[config.mk]
export PLATFORM = sky130hd
export DESIGN_NAME = poly_envelope_gen
export DESIGN_NICKNAME = d
export VERILOG_FILES = /design/src/rtl/poly_envelope_gen.sv
export SDC_FILE = /design/constraint.sdc
export NUM_CORES = 1
export LEC_CHECK = 0
export CAP_MARGIN = 20
export CORE_MARGIN = 4
export CORE_UTILIZATION = 40
export CTS_BUF_LIST = sky130_fd_sc_hd__clkbuf_8
export DETAILED_ROUTE_END_ITERATION = 8
export GPL_TIMING_DRIVEN = 0
export SYNTH_ARGS = -nofsm -noshare
export SYNTH_HDL_FRONTEND = slang
export SYNTH_SLANG_ARGS = --single-unit
export TNS_END_PERCENT = 30
[constraint.sdc]
create_clock -name clk -period 5.9 [get_ports clk]
set_clock_uncertainty 0.15 [all_clocks]
set_input_delay 0.885 -clock clk [delete_from_list [all_inputs] [get_ports clk]]
set_output_delay 0.885 -clock clk [all_outputs]
set_load 0.01 [all_outputs]
[src/rtl/poly_envelope_gen.sv]
// Time-multiplexed ADSR envelope generator. Each sample_tick starts one sweep that updates
// each voice in turn. All voices share one datapath, and each voice keeps its own state.
module poly_envelope_gen #(
  parameter int unsigned NUM_VOICES = 4,
  parameter int unsigned AMP_BITS   = 8,
  parameter int unsigned ACC_BITS   = 16
) (
  input  logic                           clk,
  input  logic                           rst,
  input  logic                           sample_tick,
  input  logic [NUM_VOICES-1:0]          gate,
  input  logic [ACC_BITS-1:0]            attack_inc,
  input  logic [ACC_BITS-1:0]            decay_inc,
  input  logic [ACC_BITS-1:0]            release_inc,
  input  logic [AMP_BITS-1:0]            sustain_level,
  input  logic                           clr_overrun,
  output logic [NUM_VOICES*AMP_BITS-1:0] amplitude,
  output logic [NUM_VOICES-1:0]          env_active,
  output logic                           busy,
  output logic                           amp_valid,
  output logic                           overrun
);

  localparam int unsigned SlotW = (NUM_VOICES > 1) ? $clog2(NUM_VOICES) : 1;
  localparam logic [SlotW-1:0] LastSlot = SlotW'(NUM_VOICES - 1);
  localparam logic [ACC_BITS-1:0] LvlMax = {ACC_BITS{1'b1}};

  typedef enum logic [2:0] {
    StIdle,
    StAttack,
    StDecay,
    StSustain,
    StRelease
  } voice_state_e;

  voice_state_e          st_q  [NUM_VOICES];
  logic [ACC_BITS-1:0]   lvl_q [NUM_VOICES];
  logic [NUM_VOICES-1:0] prev_gate_q;

  logic             busy_q;
  logic             amp_valid_q;
  logic             overrun_q, overrun_d;
  logic [SlotW-1:0] slot_q;

  voice_state_e        cur_st, nxt_st;
  logic [ACC_BITS-1:0] cur_lvl, nxt_lvl;
  logic [ACC_BITS-1:0] sus_lvl;
  logic [ACC_BITS:0]   att_sum, dec_diff;
  logic                cur_gate, rise;

  assign sus_lvl = ACC_BITS'(sustain_level) << (ACC_BITS - AMP_BITS);

  // Update datapath for the voice currently selected by slot_q.
  always_comb begin
    cur_st   = st_q[slot_q];
    cur_lvl  = lvl_q[slot_q];
    cur_gate = gate[slot_q];
    rise     = cur_gate & ~prev_gate_q[slot_q];
    att_sum  = {1'b0, cur_lvl} + {1'b0, attack_inc};
    dec_diff = {1'b0, cur_lvl} - {1'b0, decay_inc};
    nxt_st   = cur_st;
    nxt_lvl  = cur_lvl;

    unique case (cur_st)
      StIdle: begin
        nxt_lvl = '0;
        if (rise) nxt_st = StAttack;
      end
      StAttack: begin
        if (!cur_gate) begin
          nxt_st = StRelease;
        end else if (att_sum[ACC_BITS] || (att_sum[ACC_BITS-1:0] == LvlMax)) begin
          nxt_lvl = LvlMax;
          nxt_st  = StDecay;
        end else begin
          nxt_lvl = att_sum[ACC_BITS-1:0];
        end
      end
      StDecay: begin
        if (!cur_gate) begin
          nxt_st = StRelease;
        end else if (dec_diff[ACC_BITS] || (dec_diff[ACC_BITS-1:0] <= sus_lvl)) begin
          // Also pulls a level already below sustain up to it.
          nxt_lvl = sus_lvl;
          nxt_st  = StSustain;
        end else begin
          nxt_lvl = dec_diff[ACC_BITS-1:0];
        end
      end
      StSustain: begin
        if (!cur_gate) begin
          nxt_st = StRelease;
        end else begin
          nxt_lvl = sus_lvl;
        end
      end
      StRelease: begin
        if (rise) begin
          nxt_st = StAttack;
        end else if (cur_lvl <= release_inc) begin
          nxt_lvl = '0;
          nxt_st  = StIdle;
        end else begin
          nxt_lvl = cur_lvl - release_inc;
        end
      end
      default: begin
        nxt_st  = StIdle;
        nxt_lvl = '0;
      end
    endcase
  end

  // A tick arriving mid-sweep is dropped; a drop beats a simultaneous clear.
  always_comb begin
    overrun_d = overrun_q;
    if (clr_overrun) overrun_d = 1'b0;
    if (sample_tick && busy_q) overrun_d = 1'b1;
  end

  always_ff @(posedge clk or posedge rst) begin
    if (rst) begin
      busy_q      <= 1'b0;
      amp_valid_q <= 1'b0;
      overrun_q   <= 1'b0;
      slot_q      <= '0;
      prev_gate_q <= '0;
      for (int i = 0; i < NUM_VOICES; i++) begin
        st_q[i]  <= StIdle;
        lvl_q[i] <= '0;
      end
    end else begin
      amp_valid_q <= 1'b0;
      overrun_q   <= overrun_d;
      if (busy_q) begin
        st_q[slot_q]        <= nxt_st;
        lvl_q[slot_q]       <= nxt_lvl;
        prev_gate_q[slot_q] <= cur_gate;
        if (slot_q == LastSlot) begin
          busy_q      <= 1'b0;
          amp_valid_q <= 1'b1;
          slot_q      <= '0;
        end else begin
          slot_q <= slot_q + SlotW'(1);
        end
      end else if (sample_tick) begin
        busy_q <= 1'b1;
        slot_q <= '0;
      end
    end
  end

  for (genvar i = 0; i < NUM_VOICES; i++) begin : g_out
    assign amplitude[i*AMP_BITS +: AMP_BITS] = lvl_q[i][ACC_BITS-1 -: AMP_BITS];
    assign env_active[i] = (st_q[i] != StIdle);
  end

  assign busy      = busy_q;
  assign amp_valid = amp_valid_q;
  assign overrun   = overrun_q;

endmodule
Word-level counts from Yosys, hierarchy flattened:

Cells that the tools add are included.

* bits in registers: 85
* bits of input ports: 64
* output and inout port bits: 39
* logic and storage cells: 90

* $add $sub $neg: 4
* magnitude comparators: 6
* equal/unequal tests: 6
* mux-type cells: 46
* bitwise logic cells: 3
* reductions and logical operators: 12

Operators by type and width (number)
* two-way mux 16 bit: 10
* bitwise mux 64 bit: 1
* one-hot mux 16 bit (4 select lines): 1
* two-way mux 3 bit: 11
* binary-select mux 16 bit (select 2 bit): 1
* demux 16 bit (select 2 bit): 1
* <= comparator 16 bit: 2
* adder 16 x 16 -> 17 bit: 1
* subtractor 16 x 16 -> 17 bit: 1
* equality test 16 bit (second input constant): 1
* subtractor 16 bit: 1
* one-hot mux 3 bit (5 select lines): 1
* bitwise mux 12 bit: 1
* nonzero test 3 bit: 4
* two-way mux 1 bit: 10
* binary-select mux 3 bit (select 2 bit): 1
* demux 3 bit (select 2 bit): 1
* equality test 3 x 2 -> 1 bit (second input constant): 2
* two-way mux 2 bit: 3
* binary-select mux 1 bit (select 2 bit): 2
* bitwise mux 4 bit: 1
* nonzero test 2 bit: 2
* equality test 3 x 1 -> 1 bit (second input constant): 1
* equality test 3 bit (second input constant): 1
* other kinds (13): 16

Logic depth before layout (Yosys ltp):

Gate-level depths: netlist (run 1).

* depth in word-level cells: 11
* depth in mapped cells: 22
* depth with buffers taken out: 20

Worst setup path before layout (run 1):

Ideal clock, no wire load.

* path kind: register to register
* start: register slot_q[1]
* end: register lvl_q[22] (netlist name)
* library setup time: 0.139 ns
* arrival time: 5.343 ns
* required time: 5.611 ns
* slack: 0.268 ns
* stages on the path, launching flop included: 22
* path buffers: 2
* period minus slack after synthesis: 5.632 ns
* cells stage by stage: dfrtp_1 > buf_2 > buf_1 > mux4_2 > inv_1 > ha_1 > inv_1 > fa_1 > a211o_1 > a31oi_1 > a211o_1 > a31oi_1 > o311ai_0 > ha_1 > a21oi_1 > a21boi_0 > o31ai_1 > nor2_1 > a222oi_1 > o31ai_1 > a222oi_1 > o21ai_1

* longest elaborated chain between the ends: 11
* elaborated cells on any way between the ends: 39
* those cells by class: add/sub: 3; order compare: 4; eq/ne: 5; mux: 21; bitwise: 3; reduce/logical: 3

RTL lines
* from (decl): RTL line 43 `logic [SlotW-1:0] slot_q;`
* from (signal assigned): RTL line 144 `slot_q <= slot_q + SlotW'(1);`
* NOT 2 -> 3 bit (implied by the code): RTL line 55, 56, 137
* binary-select mux 16 bit (select 2 bit): RTL line 56 `cur_lvl = lvl_q[slot_q];`
* two-way mux 16 bit (implied by the code) (2 in series): RTL line 56
* subtractor 16 x 16 -> 17 bit / adder 16 x 16 -> 17 bit (equally long branches): RTL line 60, 59
* <= comparator 16 bit / equality test 16 bit (equally long branches): RTL line 82, 72
* logical OR 1 bit (on tied branches): RTL line 82, 72
* two-way mux 16 bit (on tied branches): RTL line 82, 72
* two-way mux 16 bit (on tied branches): RTL line 80, 70
* one-hot mux 16 bit (4 select lines): RTL line 64 `unique case (cur_st)`
* bitwise mux 64 bit (*): RTL line 137 `lvl_q[slot_q] <= nxt_lvl;`
* to (signal, indexed assignment): RTL line 137
* to (decl): RTL line 37 `logic [ACC_BITS-1:0] lvl_q [NUM_VOICES];`

Mark *: on every way between the ends. The rest lies on a longest branch, timed or not. The select of a mux whose other input is x is not followed.
A chain may end at the register's enable or synchronous reset.

Final worst setup path (run 1):

* start: register slot_q[0]
* end: register lvl_q[54] (netlist name)

Same word-level chain as after synthesis.

==> results of run 1 <==
==> kinds of logic (layout without fill, tap and decap cells) <==
kind of cell	count (synthesis)	count (layout)
flip-flops	85	85
AO/OA/AOI/OAI	312	312
XOR/XNOR	28	28
AND/OR/NAND/NOR	277	277
adder cells (fa/ha/maj)	63	63
multiplexers	39	39
buffers and inverters	131	275
==> sequential cells by signal, indices dropped and copies added (netlist names) <==
signal / cells
amplitude: 32
busy: 1
prev_gate_q: 4
lvl_q: 32
st_q: 12
overrun: 1
amp_valid: 1
slot_q: 2
==> power breakdown <==
part	internal, uW	switching [uW]	total [uW]
registers	801	153	954
clock network	172	240	412
logic	1980	2930	4910
==> worst max-delay path: stages, from the launching register on <==
cell,delay (ps)
dfrtp_1,400
buf_6,150
buf_12,120
mux4_2,570
inv_4,100
ha_1,150
inv_1,50
fa_2,350
a211o_1,350
a31oi_4,250
a211o_4,190
buf_4,110
a21oi_1,60
xor2_1,240
ha_1,270
nand2_1,100
o21bai_1,120
a21oi_1,110
o31ai_1,320
nor2_1,190
a222oi_1,440
o31ai_1,140
a222oi_1,300
buf_4,220
o21ai_1,70
==> layer usage <==
metal / vias to the layer above / share of wire [%] / track usage (%)
li1: 3726 / - / -
met1: 3747 / 44 / 32.78
met2: 339 / 45 / 38.39
met3: 61 / 7.5 / 3.565
met4: 0 / 3.4 / 8.591
met5: - / 0 / 0
==> timing repair <==
| action | in CTS | in global routing |
|---|---|---|
| resized for setup | 25 | 29 |
| gates cloned | 0 | 1 |
| setup endpoints to repair | 68 | 60 |
| pin swaps | 7 | 21 |
| endpoints found under the hold margin | 0 | 0 |
| setup buffers | 9 | 16 |
==> metrics by stage <==
step                worst slack [ps]  utilization (%)
floorplan                      268.1                -
global placement               -1742            48.34
detailed placement             -1735            48.50
CTS                            2.359            50.35
global route                  -17.29            52.02
finish                         221.3            52.02
==> layout make-up <==
cell class / instances / share of cell area, %
tap: 260 / 3.288
clock inverter: 6 / 0.5438
timing repair buffer: 129 / 12.75
buffer: 69 / 4.262
multi-input combinational: 719 / 53.89
sequential: 85 / 21.51
clock buffer: 10 / 1.391
inverter: 61 / 2.365
==> placed cells by master (no fill, tap or decap), types with 19 or more instances in the layout <==
cell type and instances:
clkbuf_1 31, ha_1 57, a21o_1 22, inv_1 59
a21oi_1 65, mux4_2 20, dfrtp_1 84, nand3_1 26
buf_4 58, nand2_1 99, nor2_1 63, o21ai_0 67
o31ai_1 32, xnor2_1 19, clkdlybuf4s50_1 102
==> path summary, 6_finish.rpt <==
check                                   endpoint  slack, ps  depth (start not counted)
max                        lvl_q[54]$_DFFE_PP0P_        220                         24
min                        lvl_q[18]$_DFFE_PP0P_        340                          2
max reg2reg                lvl_q[54]$_DFFE_PP0P_        220                         24
min reg2reg                lvl_q[18]$_DFFE_PP0P_        340                          2
max in group asynchronous  lvl_q[23]$_DFFE_PP0P_       4240                          3
min in group asynchronous    overrun$_DFFE_PP0P_        740                          2
==> metrics.md, run 1 <==
| Metric | Value |
|---|---|
| Ys async rst share | 100.0% |
| Core box area | 19,020 sq um |
| Area of the multi-input gates | 5331 sq um |
| Iteration-0 DRC Markers | 676 |
| Maximum count of clock buffers along a single path | 2 |
| Root buffer selected by CTS | clkbuf_8 |
| Area post-placement | 9224 sq um |
| Status | finished, final reports clean |
| Vias | 7,873 |
| Unrepaired setup endpoints after global routing | true |
| Post-layout minimum cycle time | 5679 ps |
| Post-synthesis share of cell area spent on xor and xnor gates | 3.125% |
| Final Routed Wirelength | 26.88 mm |
| Half-perimeter wire length after detailed placement | 20.18 mm |
| Via count normalized by instance count | 5.880 |
| Final hold vios | 0 |
| # diodes | 0 |
| Kind of start point of the critical path | register |
| Distinct cells, synth | 72 |
| Die outline width | 148.1 um |
| Fill cell total of the finished layout | 1,823 |
| Flops & latches, synth | 85 |
| Die span in y | 148.1 um |
| Total Nets Final | 1,201 |
| Share of the synthesized area in the top cell type | 27.10% |
| Clk pin slew, worst setup/hold paths | 90 ps |
| Share of cell area taken by muxes after synthesis | 8.243% |
| Type of the tightest min-delay check | reg2reg |
| Summed area of non-filler cells in the final layout | 9893 sq um |
| First-pass GRT wire length | 41.41 mm |
| Starting utilization of the core area | 41.26% |
| Detailed Routing Iterations Pass 1 | 5 |
| P per Cell Area | 634.3 nW/um^2 |
| Slew of the pin with the lowest slew margin | 1113 ps |
| Number of nets with antenna violations after routing | 0 |
| Most instantiated flip-flop cell in the synthesis netlist | dfrtp_1 |
| Post-synth EDFFs | 0 |
| Area grow syn2layout | 26.07% |
| Overall power after layout | 6276 uW |
| Area enclosed by the die boundary | 21,920 sq um |
| Most frequent cell after synthesis | nand2_1 |
| Worst skew pair latency | 380 ps |
| Area share of and/or/nand/nor cells after synthesis | 16.63% |
| Share of post-route cells with drive strength above 1 | 13.62% |
| Final worst-path cycle share | 96.25% |
| Post-Synth Adder-Cell Area | 10.33% |
| Inserted Clock Buffers | 9 |
| Maximum number of pins on one net before global-route repair | 47 |
| Compound-cell area share of the yosys netlist | 26.72% |
| Clock net sink count | 85 |
| Reg-to-Reg Start | slot_q[0]$_DFFE_PP0P_ |
| Final Hold Slack | 335.4 ps |
| CTS tree | done |
| Count of placed standard cells in the final layout, fillers left out | 1,339 |
| Data arrival time of the critical path | 5770 ps |
| Most area-consuming cells after synthesis | dfrtp_1 27%, ha_1 9.6%, mux4_2 5.7% |
| Boundary pin count | 103 |
| Critical Path Sink Type | register |
| Setup CP Type | reg2reg |
| Number of buffers added to fix hold violations after cts | 0 |
| Fraction of the yosys area taken by sequential cells | 27.10% |
| Max Transition Viols Final | 0 |
| H-Tree Level Count | 3 |
| Setup TNS Final | 0 ps |
| Number of warnings reported in the yosys synthesis log | 0 |
| Launch instance of the worst min-delay path | lvl_q[18]$_DFFE_PP0P_ |
| Top cells by count, synth | 99 x nand2_1, 85 x dfrtp_1, 69 x o21ai_0 |
| Setup-violating endpoint count in the final report | 0 |
| Post-route DRC | 0 |
| Rel. slew slack | 24.86% |
| Area taken by flip-flops and latches | 2128 sq um |
| Core Rows | 50 |
| Main combinational cell family by area after synthesis | compound AO/OA/AOI/OAI gates |
| Routed len/inst | 20.07 um |
| Post-synthesis instance area | 7848 sq um |
| Placer congestion estimate | 0.9158 |
| Placed Instances | 1,298 |
| Global-route total usage across every layer | 23.85% |
| Syn nets | 1,062 |
| Top achievable clock speed | 176.1 MHz |
| Leak | 0.004333 uW |
| Cell type contributing the most total cell area after synthesis | dfrtp_1 |
| Mapped Cells | 935 |
| Source of the critical timing path | slot_q[0]$_DFFE_PP0P_ |
| Total overflow reported by the global router | 0 |
| Port Buf Inserts | 102 |
| Max-capacitance violation count | 0 |
| Max VDD drop | 0.3624 mV |
| Required time at the worst-slack endpoint | 6000 ps |
| Maximum fanout encountered on the critical timing path | 6 |
| Post-synthesis average cell area | 8.393 sq um |
| Number of antenna violations at the first check in global routing | 0 |
| Number of global-route vias before repair | 7,661 |
No activity file was read; power rests on OpenSTA's default activity.
==> run 2, diff against run 1 <==
--- a/config.mk
+++ b/config.mk
@@ -8,8 +8,10 @@
 export CAP_MARGIN = 20
 export CORE_MARGIN = 4
-export CORE_UTILIZATION = 40
+export CORE_UTILIZATION = 45
 export CTS_BUF_LIST = sky130_fd_sc_hd__clkbuf_8
 export DETAILED_ROUTE_END_ITERATION = 8
 export GPL_TIMING_DRIVEN = 0
+export PLACE_DENSITY = 0.7
+export SKIP_CTS_REPAIR_TIMING = 1
 export SYNTH_ARGS = -nofsm -noshare
 export SYNTH_HDL_FRONTEND = slang
--- a/constraint.sdc
+++ b/constraint.sdc
@@ -3,3 +3,3 @@
 set_input_delay 0.885 -clock clk [delete_from_list [all_inputs] [get_ports clk]]
 set_output_delay 0.885 -clock clk [all_outputs]
-set_load 0.01 [all_outputs]
+set_load 0.05 [all_outputs]
==> run 2 against run 1 <==
Against the previous run:
- count of clock-buffer cells in the layout stayed put
- via count fell by 0.50%
- worst setup slack got worse by 75 ps
- critical path depth decreased by 2
- sequential share of layout area rose by 0.46 points
- final cell count is 3.3% lower
- routed wire length shrank 6.3%
- first-iteration DRC count shrank 2.1%
- sequential power decreased by 0.9%
- power rose by 3.0%
- die area shrank 11%
- cell area is 2.1% lower
- largest cell class unchanged
==> metrics.md, run 2 (synthesized netlist as in run 1, its figures left out) <==
| Metric | Value |
|---|---|
| Status | finished, final reports clean |
| Highest routed layer | met4 |
| Max Transition Viols Final | 0 (unchanged) |
| Internal power | 2908 uW (-1.6%) |
| Most used cells in the layout excluding fill and tap cells | 102 x clkdlybuf4s50_1, 99 x nand2_1, 84 x dfrtp_1, 68 x o21ai_0, 67 x a21oi_1 |
| Post-route DRC | 0 (unchanged) |
| Number of nets with antenna violations after routing | 0 (unchanged) |
| Cell family with most CP delay | compound AO/OA/AOI/OAI gates |
| Placer congestion estimate | 0.9516 (+3.9%) |
| Final worst-path cycle share | 97.52% (+1.3 points) |
| Final standard cell utilization of the core | 56.38% (+4.4 points) |
| Inserted Clock Buffers | 9 (unchanged) |
| Core box area | 17,180 sq um (-9.7%) |
| Number of antenna violations at the first check in global routing | 0 (unchanged) |
| Die span in y | 140.1 um (-5.4%) |
| Post-layout minimum cycle time | 5753 ps (+74.73 ps) |
| Setup CP Type | reg2reg |
| Rel. slew slack | 23.36% (-1.5 points) |
| Worst slack after detailed placement | -1616 ps (+118.5 ps) |
| Type of the tightest min-delay check | reg2reg |
| Area enclosed by the die boundary | 19,620 sq um (-11%) |
| Max VDD drop | 0.4457 mV (+23%) |
| Clk pin slew, worst setup/hold paths | 90 ps (about the same) |
| Switch Pwr | 3555 uW (+7.1%) |
| Iteration-0 DRC Markers | 662 (-2.1%) |
| Share of post-route cells with drive strength above 1 | 12.52% (-1.1 points) |
| Most common cell after layout, fill and taps aside | clkdlybuf4s50_1 |
| Critical Path Sink Type | register |
| Fin worst setup slack | 146.6 ps (-74.73 ps) |
| Sequential share of power | 14.6% (-0.6 points) |
| List of cells traversed by the critical path | buf_6 > buf_12 > mux4_2 > inv_4 > ha_1 > inv_1 > fa_1 > a211o_1 > a31oi_4 > a211o_1 > a31oi_2 > o311ai_2 > ha_1 > nand4_1 > nor4_2 > nand3_1 > or4_4 > nand3_1 > o21ai_0 > a211oi_2 > buf_4 > o21ai_0 |
| Required time at the worst-slack endpoint | 5980 ps (-20 ps) |
| Clk pwr share | 6.6% (about the same) |
| Final Hold Slack | 336.5 ps (+1.030 ps) |
| Half-perimeter wire length after detailed placement | 19.23 mm (-4.7%) |
| Logic pwr share | 78.7% (+0.5 points) |
| CTS tree | done |
| Final Routed Wirelength | 25.19 mm (-6.3%) |
| Maximum fanout encountered on the critical timing path | 10 (+4) |
| Largest stage delay on the critical path | 590 ps (+20 ps) |
| Worst skew pair latency | 360 ps (-20 ps) |
| Buffers plus inverters on the worst setup path | 5 (-1) |
| P per Cell Area | 667.4 nW/um^2 (+5.2%) |
| Placed Instances | 1,263 (-2.7%) |
| Via count normalized by instance count | 6.049 (+2.9%) |
| H-Tree Level Count | 3 (unchanged) |
| Data arrival time of the critical path | 5830 ps (+60 ps) |
| Total overflow reported by the global router | 0 (unchanged) |
| Proportion of total power due to net switching | 55.00% (+2.1 points) |
| Routed len/inst | 19.45 um (-3.1%) |
| Number of global-route vias before repair | 7,554 (-1.4%) |
| Met1 wire length | 10.82 mm (-7.9%) |
| Leak | 0.004278 uW (-1.3%) |
| Summed area of non-filler cells in the final layout | 9684 sq um (-2.1%) |
| Port Buf Inserts | 102 (unchanged) |
| Starting utilization of the core area | 45.69% (+4.4 points) |
| Die outline width | 140.1 um (-5.4%) |
| Met2 WL | 11.55 mm (-5.4%) |
| Clock net sink count | 85 (unchanged) |
| Area grow syn2layout | 23.41% |
| Total Nets Final | 1,192 (-0.75%) |
| Max-capacitance violation count | 0 (unchanged) |
| Count of placed standard cells in the final layout, fillers left out | 1,295 (-3.3%) |
| Fill cell total of the finished layout | 1,606 (-12%) |
| Boundary pin count | 103 (unchanged) |
| # diodes | 0 (unchanged) |
| Maximum count of clock buffers along a single path | 2 (unchanged) |
| Final hold vios | 0 (unchanged) |
| Slew of the pin with the lowest slew margin | 1135 ps (+22.24 ps) |
| Core Rows | 48 (-4.0%) |
| Maximum number of pins on one net before global-route repair | 56 (+19%) |
| Vias | 7,834 (-0.50%) |
| Detailed Routing Iterations Pass 1 | 5 (unchanged) |
| Root buffer selected by CTS | clkbuf_8 |
| Setup-violating endpoint count in the final report | 0 (unchanged) |
| First-pass GRT wire length | 39.74 mm (-4.0%) |
| Kind of start point of the critical path | register |
| Area post-placement | 9180 sq um (-0.47%) |
| Routed wl met3 | 1.898 mm (-6.5%) |
| Worst setup slack for register-to-register paths | 150 ps (-70 ps) |
| Slowest cell on the critical path | mux4_2 |
| Top achievable clock speed | 173.8 MHz (-1.3%) |
| Global-route total usage across every layer | 25.24% (+1.4 points) |
## run 2: path summary, 6_finish.rpt
check	cells past startpoint	endpoint	from
min in group asynchronous	2	amplitude[30]$_DFFE_PP0P_	rst
min	2	lvl_q[2]$_DFFE_PP0P_	lvl_q[2]$_DFFE_PP0P_
min reg2reg	2	lvl_q[2]$_DFFE_PP0P_	lvl_q[2]$_DFFE_PP0P_
max in group asynchronous	3	lvl_q[53]$_DFFE_PP0P_	rst
max	22	amplitude[26]$_DFFE_PP0P_	slot_q[0]$_DFFE_PP0P_
max reg2reg	22	amplitude[26]$_DFFE_PP0P_	slot_q[0]$_DFFE_PP0P_
## run 2: layout make-up
class                   count  area (sq um)  area share (%)
repair buffers            120          1176           12.14
inverters                  61         234.0           2.416
well taps                 225         281.5           2.907
multi-input cells         719          5243           54.13
plain buffers              69         421.7           4.354
clock inverters             6         62.56          0.6460
flip-flops and latches     85          2128           21.98
clock buffers              10         137.6           1.421
## run 2: per-layer routing
layer | vias up | global-route usage, %
li1 | 3716 | -
met1 | 3723 | 34.83
met2 | 331 | 40.39
met3 | 64 | 3.960
met4 | 0 | 9.077
met5 | - | 0
## run 2: worst min-delay path: cells and delay by family (launching register included)
kind,cells,cell delay [ps]
flip-flops,1,350
AND/OR/NAND/NOR,1,40
AO/OA/AOI/OAI,1,60
## run 2: power by group through the flow
| stage | Sequential [uW] | Combinational [uW] | Clock (uW) |
|---|---|---|---|
| floorplan | 935 | 3390 | 0 |
| global placement | 956 | 4660 | 0 |
| detailed placement | 958 | 4700 | 0 |
| CTS | 947 | 4720 | 428 |
| global route | 973 | 5520 | 453 |
| finish | 945 | 5090 | 429 |
## run 2: stage by stage
step	TNS, ps	power, uW
after floorplan	0	4329
after global placement	-78890	5611
after detailed placement	-81900	5656
after CTS	-82730	6098
after global routing	-614.0	6941
final	0	6463
